**src/rtl/imem_pkg.sv**
```systemverilog
// Shared definitions for the parametrised instruction/data word memory.
//   imem_state_t : clear/ready state of the memory controller
//   addr_w_f     : address width derived from the word count
//   be_w_f       : byte-enable width derived from the word width
//   be_merge     : overlay write data onto a stored word under byte enables
package imem_pkg;

  typedef enum logic {
    CLEAR = 1'b0,
    READY = 1'b1
  } imem_state_t;

  // be_merge works on the widest supported word; callers zero-extend their
  // operands and truncate the result back to their own width.
  localparam int MAX_DATA_W = 256;
  localparam int MAX_BE_W   = MAX_DATA_W / 8;

  typedef logic [MAX_DATA_W-1:0] word_max_t;
  typedef logic [MAX_BE_W-1:0]   be_max_t;

  // A single word still needs a one-bit address.
  function automatic int addr_w_f(input int depth);
    return (depth > 1) ? $clog2(depth) : 1;
  endfunction

  function automatic int be_w_f(input int data_w);
    return data_w / 8;
  endfunction

  function automatic word_max_t be_merge(input word_max_t old_word,
                                         input word_max_t new_word,
                                         input be_max_t   be);
    word_max_t result;
    result = old_word;
    for (int i = 0; i < MAX_BE_W; i++) begin
      if (be[i]) begin
        result[i*8 +: 8] = new_word[i*8 +: 8];
      end
    end
    return result;
  endfunction

endpackage

```
**src/rtl/param_instr_memory_if.sv**
```systemverilog
// Bus bundle between the fetch stage / program loader and the word memory.
//   master : drives read and write requests, receives data, flags and busy
//   slave  : the memory side
interface param_instr_memory_if import imem_pkg::*; #(
  parameter int DATA_W = 32,
  parameter int DEPTH  = 32
);
  localparam int ADDR_W = addr_w_f(DEPTH);
  localparam int BE_W   = be_w_f(DATA_W);

  logic              rd_en;
  logic [ADDR_W-1:0] rd_addr;
  logic [DATA_W-1:0] rd_data;
  logic              rd_valid;
  logic              rd_err;
  logic              wr_en;
  logic [ADDR_W-1:0] wr_addr;
  logic [DATA_W-1:0] wr_data;
  logic [BE_W-1:0]   wr_be;
  logic              wr_err;
  logic              busy;

  modport master (
    output rd_en, rd_addr, wr_en, wr_addr, wr_data, wr_be,
    input  rd_data, rd_valid, rd_err, wr_err, busy
  );

  modport slave (
    input  rd_en, rd_addr, wr_en, wr_addr, wr_data, wr_be,
    output rd_data, rd_valid, rd_err, wr_err, busy
  );

endinterface

```
**src/rtl/imem_clear_fsm.sv**
```systemverilog
// Post-reset clear sequencer: walks every word address once, requesting a
// zero write per cycle, then settles in READY until the next reset.
//   clk, rst  : clock, asynchronous active-high reset
//   busy      : clear sequence in progress
//   clr_we    : request to write zero this cycle
//   clr_addr  : word address to clear this cycle
module imem_clear_fsm import imem_pkg::*; #(
  parameter int DEPTH  = 32,
  parameter int ADDR_W = addr_w_f(DEPTH)
) (
  input  logic              clk,
  input  logic              rst,
  output logic              busy,
  output logic              clr_we,
  output logic [ADDR_W-1:0] clr_addr
);

  localparam logic [ADDR_W-1:0] LAST_ADDR = ADDR_W'(DEPTH - 1);

  imem_state_t       state_reg, state_next;
  logic [ADDR_W-1:0] clr_ptr_reg, clr_ptr_next;

  always_ff @(posedge clk or posedge rst) begin
    if (rst) begin
      state_reg   <= CLEAR;
      clr_ptr_reg <= '0;
    end else begin
      state_reg   <= state_next;
      clr_ptr_reg <= clr_ptr_next;
    end
  end

  always_comb begin
    state_next   = state_reg;
    clr_ptr_next = clr_ptr_reg;
    clr_we       = 1'b0;
    case (state_reg)
      CLEAR: begin
        clr_we = 1'b1;
        if (clr_ptr_reg == LAST_ADDR) begin
          state_next   = READY;
          clr_ptr_next = '0;
        end else begin
          clr_ptr_next = clr_ptr_reg + 1'b1;
        end
      end
      READY: begin
        state_next = READY;
      end
      default: begin
        state_next = CLEAR;
      end
    endcase
  end

  assign busy     = (state_reg == CLEAR);
  assign clr_addr = clr_ptr_reg;

endmodule

```
**src/rtl/param_instr_memory.sv**
```systemverilog
// Parametrised word memory: one registered read port for fetch, one
// byte-enabled write port for program loading, out-of-range error pulses,
// and a hardware zero-fill after every reset.
//   clk, rst : clock, asynchronous active-high reset
//   bus      : read/write request bundle, read data, valid/err flags, busy
module param_instr_memory import imem_pkg::*; #(
  parameter int DATA_W = 32,
  parameter int DEPTH  = 32
) (
  input  logic                 clk,
  input  logic                 rst,
  param_instr_memory_if.slave  bus
);

  localparam int ADDR_W = addr_w_f(DEPTH);
  localparam int BE_W   = be_w_f(DATA_W);

  // When DEPTH fills the address space no address can be out of range,
  // so the comparisons fold to constant 0.
  localparam bit                POW2      = (DEPTH == (1 << ADDR_W));
  localparam logic [ADDR_W:0]   DEPTH_EXT = (ADDR_W + 1)'(DEPTH);

  logic [DATA_W-1:0] mem [DEPTH];

  logic              busy;
  logic              clr_we;
  logic [ADDR_W-1:0] clr_addr;

  imem_clear_fsm #(
    .DEPTH  (DEPTH),
    .ADDR_W (ADDR_W)
  ) u_clear_fsm (
    .clk      (clk),
    .rst      (rst),
    .busy     (busy),
    .clr_we   (clr_we),
    .clr_addr (clr_addr)
  );

  logic              rd_oob;
  logic              wr_oob;
  logic              wr_ok;
  logic [BE_W-1:0]   hit_be;
  logic              mem_we;
  logic [ADDR_W-1:0] mem_waddr;
  logic [DATA_W-1:0] mem_wdata;
  logic [BE_W-1:0]   mem_be;

  always_comb begin
    rd_oob = !POW2 && ({1'b0, bus.rd_addr} >= DEPTH_EXT);
    wr_oob = !POW2 && ({1'b0, bus.wr_addr} >= DEPTH_EXT);
    wr_ok  = bus.wr_en && !wr_oob;
    // Lanes the concurrent write overlays onto the read word (write-first).
    hit_be = (wr_ok && (bus.wr_addr == bus.rd_addr)) ? bus.wr_be : '0;

    // The clear sequencer owns the write port while busy.
    if (busy) begin
      mem_we    = clr_we;
      mem_waddr = clr_addr;
      mem_wdata = '0;
      mem_be    = '1;
    end else begin
      mem_we    = wr_ok;
      mem_waddr = bus.wr_addr;
      mem_wdata = bus.wr_data;
      mem_be    = bus.wr_be;
    end
  end

  always_ff @(posedge clk) begin
    if (mem_we) begin
      for (int i = 0; i < BE_W; i++) begin
        if (mem_be[i]) begin
          mem[mem_waddr][i*8 +: 8] <= mem_wdata[i*8 +: 8];
        end
      end
    end
  end

  logic [DATA_W-1:0] rd_data_reg;
  logic              rd_valid_reg;
  logic              rd_err_reg;
  logic              wr_err_reg;

  always_ff @(posedge clk or posedge rst) begin
    if (rst) begin
      rd_data_reg  <= '0;
      rd_valid_reg <= 1'b0;
      rd_err_reg   <= 1'b0;
      wr_err_reg   <= 1'b0;
    end else if (busy) begin
      rd_data_reg  <= '0;
      rd_valid_reg <= 1'b0;
      rd_err_reg   <= 1'b0;
      wr_err_reg   <= 1'b0;
    end else begin
      rd_valid_reg <= bus.rd_en && !rd_oob;
      rd_err_reg   <= bus.rd_en && rd_oob;
      wr_err_reg   <= bus.wr_en && wr_oob;
      if (bus.rd_en) begin
        if (rd_oob) begin
          rd_data_reg <= '0;
        end else begin
          rd_data_reg <= DATA_W'(be_merge(word_max_t'(mem[bus.rd_addr]),
                                          word_max_t'(bus.wr_data),
                                          be_max_t'(hit_be)));
        end
      end
    end
  end

  assign bus.rd_data  = rd_data_reg;
  assign bus.rd_valid = rd_valid_reg;
  assign bus.rd_err   = rd_err_reg;
  assign bus.wr_err   = wr_err_reg;
  assign bus.busy     = busy;

endmodule

```
**src/flat_wrapper.sv**
```systemverilog
// flat-port wrapper written by rule: the top's interface ports become plain ports
module param_instr_memory_flat import imem_pkg::*;
#(
  parameter int DATA_W = 32,
  parameter int DEPTH  = 32
)
  (clk, rst, bus_rd_en, bus_rd_addr, bus_wr_en, bus_wr_addr, bus_wr_data, bus_wr_be, bus_rd_data, bus_rd_valid, bus_rd_err, bus_wr_err, bus_busy);
  param_instr_memory_if #(.DATA_W(DATA_W), .DEPTH(DEPTH)) bus_i ();
  input  logic clk;
  input  logic rst;
  input wire logic [$bits(bus_i.rd_en)-1:0] bus_rd_en;
  input wire logic [$bits(bus_i.rd_addr)-1:0] bus_rd_addr;
  input wire logic [$bits(bus_i.wr_en)-1:0] bus_wr_en;
  input wire logic [$bits(bus_i.wr_addr)-1:0] bus_wr_addr;
  input wire logic [$bits(bus_i.wr_data)-1:0] bus_wr_data;
  input wire logic [$bits(bus_i.wr_be)-1:0] bus_wr_be;
  output wire logic [$bits(bus_i.rd_data)-1:0] bus_rd_data;
  output wire logic [$bits(bus_i.rd_valid)-1:0] bus_rd_valid;
  output wire logic [$bits(bus_i.rd_err)-1:0] bus_rd_err;
  output wire logic [$bits(bus_i.wr_err)-1:0] bus_wr_err;
  output wire logic [$bits(bus_i.busy)-1:0] bus_busy;
  assign bus_i.rd_en = bus_rd_en;
  assign bus_i.rd_addr = bus_rd_addr;
  assign bus_i.wr_en = bus_wr_en;
  assign bus_i.wr_addr = bus_wr_addr;
  assign bus_i.wr_data = bus_wr_data;
  assign bus_i.wr_be = bus_wr_be;
  assign bus_rd_data = bus_i.rd_data;
  assign bus_rd_valid = bus_i.rd_valid;
  assign bus_rd_err = bus_i.rd_err;
  assign bus_wr_err = bus_i.wr_err;
  assign bus_busy = bus_i.busy;
  param_instr_memory #(.DATA_W(DATA_W), .DEPTH(DEPTH)) u_core (.clk(clk), .rst(rst), .bus(bus_i));
endmodule
```
**config.mk**
```make
export PLATFORM = sky130hd
export DESIGN_NAME = param_instr_memory_flat
export DESIGN_NICKNAME = d
export VERILOG_FILES = /design/src/rtl/imem_pkg.sv /design/src/rtl/param_instr_memory_if.sv /design/src/rtl/imem_clear_fsm.sv /design/src/rtl/param_instr_memory.sv /design/src/flat_wrapper.sv
export SDC_FILE = /design/constraint.sdc
export NUM_CORES = 1
export LEC_CHECK = 0
export CAP_MARGIN = 30
export CORE_ASPECT_RATIO = 1.4
export CORE_MARGIN = 2
export CORE_UTILIZATION = 60
export CTS_BUF_LIST = sky130_fd_sc_hd__clkbuf_8 sky130_fd_sc_hd__clkbuf_16
export CTS_CLUSTER_DIAMETER = 200
export DETAILED_ROUTE_END_ITERATION = 10
export PLACE_DENSITY = 0.77
export RECOVER_POWER = 50
export SYNTH_ARGS = -nofsm -noshare
export SYNTH_HDL_FRONTEND = slang
export SYNTH_SLANG_ARGS = --single-unit
```
**constraint.sdc**
```tcl
create_clock -name clk -period 2.9 [get_ports clk]
set_input_delay 0.87 -clock clk [delete_from_list [all_inputs] [get_ports clk]]
set_output_delay 0.87 -clock clk [all_outputs]
set_load 0.005 [all_outputs]
```
==> results, run 1 <==
- TritonCTS built the clock tree.
- Of the total synthesized cell area, the portion taken by full adders, half adders and majority gates is 0.0589%.
- The number of flip-flops under the largest register name is 1,024.
- The width of the chip is 229 um.
- The number of iterations in the first detailed-routing pass is 5.
- Clock tree synthesis inserted a total of 94 buffers.
- The total of endpoints with negative setup slack in the final report is 8.
- For this block, the initial DRC count from the detailed router was 2,718.
- The setup path with the least slack is of type input port to flop.
- The final reports fail on capacitance limit, slew limit, setup timing.
- The initial utilization of the core area, before any placement, comes to 60.5%.
- Counting I/O delays and the setup requirement, the final critical path takes 2.93 ns.
- The clock passes through at most 3 buffers.
- Relative to the synthesized area, the layout overhead comes to 16.5%.
- The post-synthesis compound-gate area fraction is 5.15%.
- The via count of the first global-routing pass is 24,000.
- The total of hold buffers inserted after clock tree synthesis is 0.
- The antenna violation net count after detailed routing is 0.
- The overall via count from detail_route is 23,300.
- The number of standard cells after synthesis is 2,175.
- For the pin with the worst max-slew slack, the measured transition is 1.86 ns.
- The final net count is 2,575.
- The leakage power summed over all cells is 0.0165 uW.
- The wire length of the first global-routing pass is 156,000 um.
- At the worst endpoint, the required time is 3.30 ns.
- The detailed placement HPWL is 70,800 um.
- Across the run, the number of max-cap violations was 7.
- In the final routed layout, each cell accounts on average for 29.9 um.
- The number of buffers added on ports is 83.
- The final wirelength is 106,000 um.
- For this run, the total global-route usage over all layers was measured as 29.4%.
- The clock skew is 0.0276 ns.
- STA classifies the critical path startpoint as an input port.
- During I/O placement, the number of pins put on the boundary was 86.
- At the end of routability-driven placement, the weighted congestion stood at 0.900.
- The fraction of layout cells with a size suffix above 1 is 27.7%.
- The share of synthesized registers carrying an async set or reset is 3.67%.
- The synthesized area per cell is 19.5 um^2.
- The layout filler cell count is 4,340.
- The top cell types in the final layout, fill and taps aside, are edfxtp_1, buf_4, mux4_2.
- Of the total synthesized cell area, the portion taken by XOR and XNOR cells is 0.103%.
- Yosys printed 0 warnings.
- Hold is met by 0.601 ns.
- The synthesized-area fraction occupied by and/or/nand/nor cells is 3.74%.
- Setup repair after global routing left no endpoint under its margin.
- The type of the worst min-delay path is flop to flop.
- The count of flip-flops with a built-in enable after synthesis is 1,024.
- Measured against the total synthesized area, the mux share comes to 14.4%.
- The synthesized design contains 1,063 register bits.
- The final number of hold-violating endpoints is 0.
- Synthesis instantiated 45 different standard cells from the library.
- The data arrival time of the critical path is 3.33 ns.
- Dividing the detail-routed via count by the number of cells gives 6.57.
- Clock tree synthesis found a total of 1,063 sinks.
- The latest clock arrival within the worst-skew pair is 0.67 ns.
- The power density normalized to cell area is 637 nW/um^2.
- The register cell area after layout is 31,700 um^2.
- VDD sags by at most 0.481 mV.
- The worst setup margin is -0.0289 ns.
- Static timing analysis puts the maximum clock frequency at 0.341 GHz.
- The main combinational cell family by area after synthesis is multiplexers.
- The total die area is 72,900 um^2.
- The count of standard-cell rows is 115.
- Summed over all layers, the global routing overflow is 0.
- The initial antenna violation count was 3.
- The proportion of synthesized chip area in sequential cells is 74.7%.
- The setup total negative slack is -0.206 ns.
- The area of all placed cells without fillers is 49,400 um^2.
- The worst path uses 101% of the clock period.
- The area used by multi-input combinational logic is 9990 um^2.
- The total number of H-tree levels is 3.
- Along the worst path, the maximum fanout reaches 16.
- Cells fill 70.4% of the core in the end.
- In this run the cell area of the synthesized design comes to 42,500 um^2.
- CTS placed an instance of clkbuf_16 at the clock tree root.
- The placed instances occupy a cell area of 46,500 um^2.
- After detailed routing, the number of remaining DRC violations is 0.
- The flow ran to the end, but the final reports show violations.
- Clock-pin slew was measured on the worst setup and hold paths at 0.06 ns.
- The pin count of the biggest net entering global routing is 73.
- STA classifies the critical path endpoint as a flop.
- The most instantiated flip-flop cell in the synthesis netlist is edfxtp_1.
- The number of slew-limit violations in the final report is 231.
- The floorplan step defined a core boundary enclosing 70,200 um^2.
- The floorplan step set the die height to 319 um.
- The library cell used most frequently in the layout, excluding fill and tap cells, is edfxtp_1.
- The headroom to the max-slew limit is -23.8%.
## what timing repair did
item,in CTS,in global routing
endpoints found under the setup margin,1,0
buffers inserted,1,0
resized for setup,1,0
## final timing paths
path	slack [ns]	cells past startpoint	from	end
worst max-delay path	-0.03	6	bus_wr_addr[1]	u_core.mem[20][5]
worst min-delay path	0.60	1	u_core.u_clear_fsm.clr_addr[3]	u_core.u_clear_fsm.clr_addr[3]
worst max register to register	0.02	6	u_core.u_clear_fsm.state_reg	u_core.mem[20][5]
worst min register to register	0.60	1	u_core.u_clear_fsm.clr_addr[3]	u_core.u_clear_fsm.clr_addr[3]
max in group asynchronous	0.64	3	rst	u_core.bus.rd_data[26]
min in group asynchronous	1.02	2	rst	u_core.bus.rd_data[6]
## kinds of logic after synthesis
family,Yosys count
buffers and inverters,155
and+or+nand+nor,323
adders and majority gates,2
AOI/OAI and AO/OA,270
DFF,1063
muxes,356
xor gates and xnor gates,5
other,1
## critical path, cell delays in order
cell and delay (ns):
clkdlybuf4s50_1 0.57, nor2_1 0.09, a21oi_2 0.93, buf_4 0.47, nor3_1 0.18, buf_4 0.21
## metrics by stage
| stage | power (uW) | std cells | setup WS [ns] |
|---|---|---|---|
| floorplan | 18500 | 2176 | 0.295 |
| global placement | 19500 | 3349 | -0.492 |
| detailed placement | 19500 | 3359 | -0.465 |
| CTS | 31600 | 3533 | 0.0355 |
| global route | 32300 | 3536 | 0.00806 |
| finish | 31500 | 3538 | -0.0289 |
## report_power, final
group	switching [uW]	total, uW	internal, uW
logic	1230	2140	915
registers	136	17100	16900
clock network	5430	12300	6850
## synthesized netlist by cell type (3+ instances only)
master | number | area share, %
edfxtp_1 | 1024 | 72
or2_2 | 15 | 0.22
and3_1 | 3 | 0.044
o22ai_1 | 32 | 0.47
buf_2 | 37 | 0.44
a22oi_1 | 32 | 0.57
nand4_1 | 5 | 0.074
and2_1 | 36 | 0.53
o211a_1 | 32 | 0.75
nor2_1 | 99 | 0.88
nor3_1 | 102 | 1.2
mux4_2 | 196 | 10
inv_1 | 9 | 0.080
a22o_1 | 29 | 0.60
o31ai_2 | 4 | 0.12
clkbuf_1 | 76 | 0.67
o311ai_0 | 4 | 0.083
xnor2_1 | 3 | 0.062
nor2b_1 | 36 | 0.53
a2111oi_0 | 28 | 0.58
a211oi_1 | 60 | 1.1
o221ai_1 | 32 | 0.66
mux2i_1 | 89 | 2.1
buf_6 | 9 | 0.24
mux2_2 | 71 | 1.9
a31oi_1 | 6 | 0.088
nand2_1 | 22 | 0.19
o21ai_0 | 5 | 0.059
buf_4 | 21 | 0.37
dfrtp_1 | 39 | 2.3
## final cells by class
class | count | share of cell area, %
timing repair buffer | 396 | 7.02
multi-input combinational | 958 | 20.2
clock buffer | 98 | 4.87
tap | 936 | 2.37
clock inverter | 75 | 1.28
sequential | 1063 | 64.2
inverter | 10 | 0.0759
antenna | 2 | 0.0101
## routing by layer
layer	up-vias	routed length, um	part of all wire, %	global-route usage, %
li1	9743	-	-	-
met1	11900	38500	36	38.0
met2	1289	53300	50	49.0
met3	270	8500	8.0	5.12
met4	4	5350	5.1	14.1
met5	-	21	0.020	0
No activity file was read; power rests on OpenSTA's default activity.
==> run 2, diff against run 1 <==
Settings changed: REMOVE_ABC_BUFFERS set to 1.
==> results, run 2 (synthesis results as in run 1) <==
- For this design the static power due to leakage is 0.0166 uW.
- Setup slack on the critical path of the routed design comes to 0.0547 ns.
- The floorplan step set the die height to 319 um.
- Clock-pin slew was measured on the worst setup and hold paths at 0.06 ns.
- STA classifies the critical path endpoint as an output pin.
- The logic gate share of total power is 6.8%.
- The share of the cycle needed by the critical path after routing is 98.1%.
- In the layout the commonest cells are edfxtp_1, buf_4, mux4_2.
- The number of gates given a new drive strength after cts is 2.
- The met1 track demand over resource is 38.1%.
- The congestion estimate from routability-driven global placement came to 0.910.
- The fraction of layout cells with a size suffix above 1 is 27.7%.
- The leading cell type in the layout, fill and taps excluded is edfxtp_1.
- The first global-routing pass estimated 156,000 um of wire.
- On the critical path, the stage with the largest delay is an instance of dfrtp_4.
- The net switching share of the total power is 21.3%.
- The kind of cell adding the most delay to the critical path is buffers and inverters.
- After global routing the overflow that remains totals 0.
- The overall via count from detail_route is 23,300.
- The via count of the first global-routing pass came to 23,900.
- In this run the count of I/O pins placed on the die edge is 86.
- The run finished with clean final reports.
- The die covers 72,900 um^2.
- The final number of hold-violating endpoints is 0.
- The final routed wire length divided by cell count is 29.8 um.
- The layer flagged by global routing as most heavily used is met2.
- Post-CTS timing repair inserted 0 buffers for setup.
- The floorplan has 115 rows.
- The layout-stage area growth over the synthesis result is 16.5%.
- The met2 usage in global routing is 48.7%.
- The register with the most flip-flops in the layout has 1,024 of them.
- The total power after layout is 31,700 uW.
- Of all nets on the critical path, the largest fanout is 18.
- The total number of H-tree levels is 3.
- Traced cell by cell, the critical path runs through clkinv_4 -> clkdlybuf4s50_1.
- Counting tap cells, the placed design contains a total of 3,361 instances.
- The met3 track demand over resource is 4.60%.
- In this run the power density over the cells is 642 nW/um^2.
- In this run the worst hold path is classified as flop to flop.
- The combined buffer and inverter count along the critical path is 2.
- The peak supply drop is 0.432 mV.
- The TritonCTS clock tree is done.
- The worst hold-check slack is 0.592 ns.
- The detailed placement HPWL is 70,600 um.
- STA classifies the critical path startpoint as a flop.
- The core box area is 70,200 um^2.
- The latest clock arrival within the worst-skew pair is 0.67 ns.
- The data required time of the critical path is 2.03 ns.
- Counting the buffers created by CTS gives 91.
- The proportion of power drawn by flip-flops and latches is 53.8%.
- The detail route stage leaves a number of antenna-violating nets equal to 0.
- In this run the clock root is driven by a clkbuf_16.
- The initial antenna violation count was 2.
- The DRC violation count after routing is 0.
- The number of hold buffers added after CTS was 0.
- The max-capacitance violation count is 0.
- The final net count is 2,570.
- The total of endpoints with negative setup slack in the final report is 0.
- The number of buffers added on ports is 83.
- Excluding fillers, the count of instances in the completed layout stands at 3,534.
- In this run the deepest clock path goes through 3 buffers.
- The critical path in this run is classified as flop to output pin.
- For this design the total switching power over the nets is 6770 uW.
- The actual slew at the worst max-slew pin is 1.10 ns.
- The number of slew-limit violations in the final report is 0.
- Across every metal layer, demand over resource in global routing totals 29.4%.
- The data arrival time of the critical path is 1.98 ns.
- Using the TritonRoute via totals, the vias-per-cell ratio works out to 6.60.
- The initial utilization of the core area, before any placement, comes to 60.5%.
- Setup total negative slack on the finished layout was measured at 0 ns.
- The fmax is 0.351 GHz.
- The first detailed-routing pass ran for 5 iterations.
- The detailed router finished its first iteration with 3,119 violations.
- After detailed routing, the total wire length is 105,000 um.
- The setup slack at placement is -0.399 ns.
- The share of power burned in the clock network is 39.4%.
- The width of the chip is 229 um.
- The largest single stage delay on the critical path is 0.59 ns.
- The internal portion of the total power is 25,000 uW.
- Entering global routing, the biggest net connects 57 pins.
- Setup repair after global routing left no endpoint under its margin.
- Between clock sinks in the finished design, the worst skew comes to 0.0186 ns.
- Measured against its own limit, the worst slew margin works out to 26.9%.
- The final critical-path required period is 2.85 ns.
- The tree built by TritonCTS fans out to 1,063 sinks.
run 2: cell types whose count changed in the layout (fill, tap and decap cells not counted), moves of 3 or more:
cell             change
and2_0               +5
clkinvlp_4           +5
bufinv_16            +3
dlygate4sd3_1        -6
clkbuf_8             -3
inv_6                -5
buf_12               -8
clkbuf_1             -3
clkbuf_16            +3
and2_1               -5
buf_4                +8
buf_2                -3
clkdlybuf4s50_1      +6
run 2: worst reg2reg max path: stages (launching register included):
cell            delay [ns]
dfrtp_4               0.58
buf_4                 0.44
and2_0                0.50
dlymetal6s4s_1        0.93
run 2: path summary, 6_finish.rpt:
path                                                start                        endpoint  slack [ns]  depth (start not counted)
min reg2reg                u_core.u_clear_fsm.clr_addr[3]  u_core.u_clear_fsm.clr_addr[3]        0.59                          1
min                        u_core.u_clear_fsm.clr_addr[3]  u_core.u_clear_fsm.clr_addr[3]        0.59                          1
max                          u_core.u_clear_fsm.state_reg                        bus_busy        0.05                          2
min in group asynchronous                             rst          u_core.bus.rd_data[18]        0.93                          2
max in group asynchronous                             rst    u_core.u_clear_fsm.state_reg        0.54                          3
max reg2reg                  u_core.u_clear_fsm.state_reg              u_core.mem[24][28]        0.09                          3
run 2: power groups by stage:
stage / Clock, uW / Sequential [uW] / Combinational [uW]
2_1_floorplan: 0 / 17300 / 906
3_3_place_gp: 0 / 17400 / 2090
3_5_place_dp: 0 / 17400 / 2160
4_1_cts: 12600 / 17100 / 2180
5_1_grt: 13200 / 17100 / 2270
6_report: 12500 / 17100 / 2160
run 2: layout make-up:
type	instances	area, um^2
well taps	936	1170
clock inverters	73	651
multi-input cells	958	10000
fillers	4241	20700
flip-flops and latches	1063	31700
repair buffers	394	3420
clock buffers	98	2440
diodes	2	5.00
inverters	10	42.5
run 2: metrics by stage:
stage	util, %	cell area, um^2
after floorplan	-	41700
after global placement	66.2	46500
after detailed placement	66.3	46600
after CTS	70.7	49700
after global routing	70.4	49500
final	70.5	49500
run 2: metal layers:
| layer | share of wire, % | routed length [um] |
|---|---|---|
| met1 | 36 | 37700 |
| met2 | 50 | 52800 |
| met3 | 8.8 | 9260 |
| met4 | 5.4 | 5680 |
| met5 | 0 | 0 |
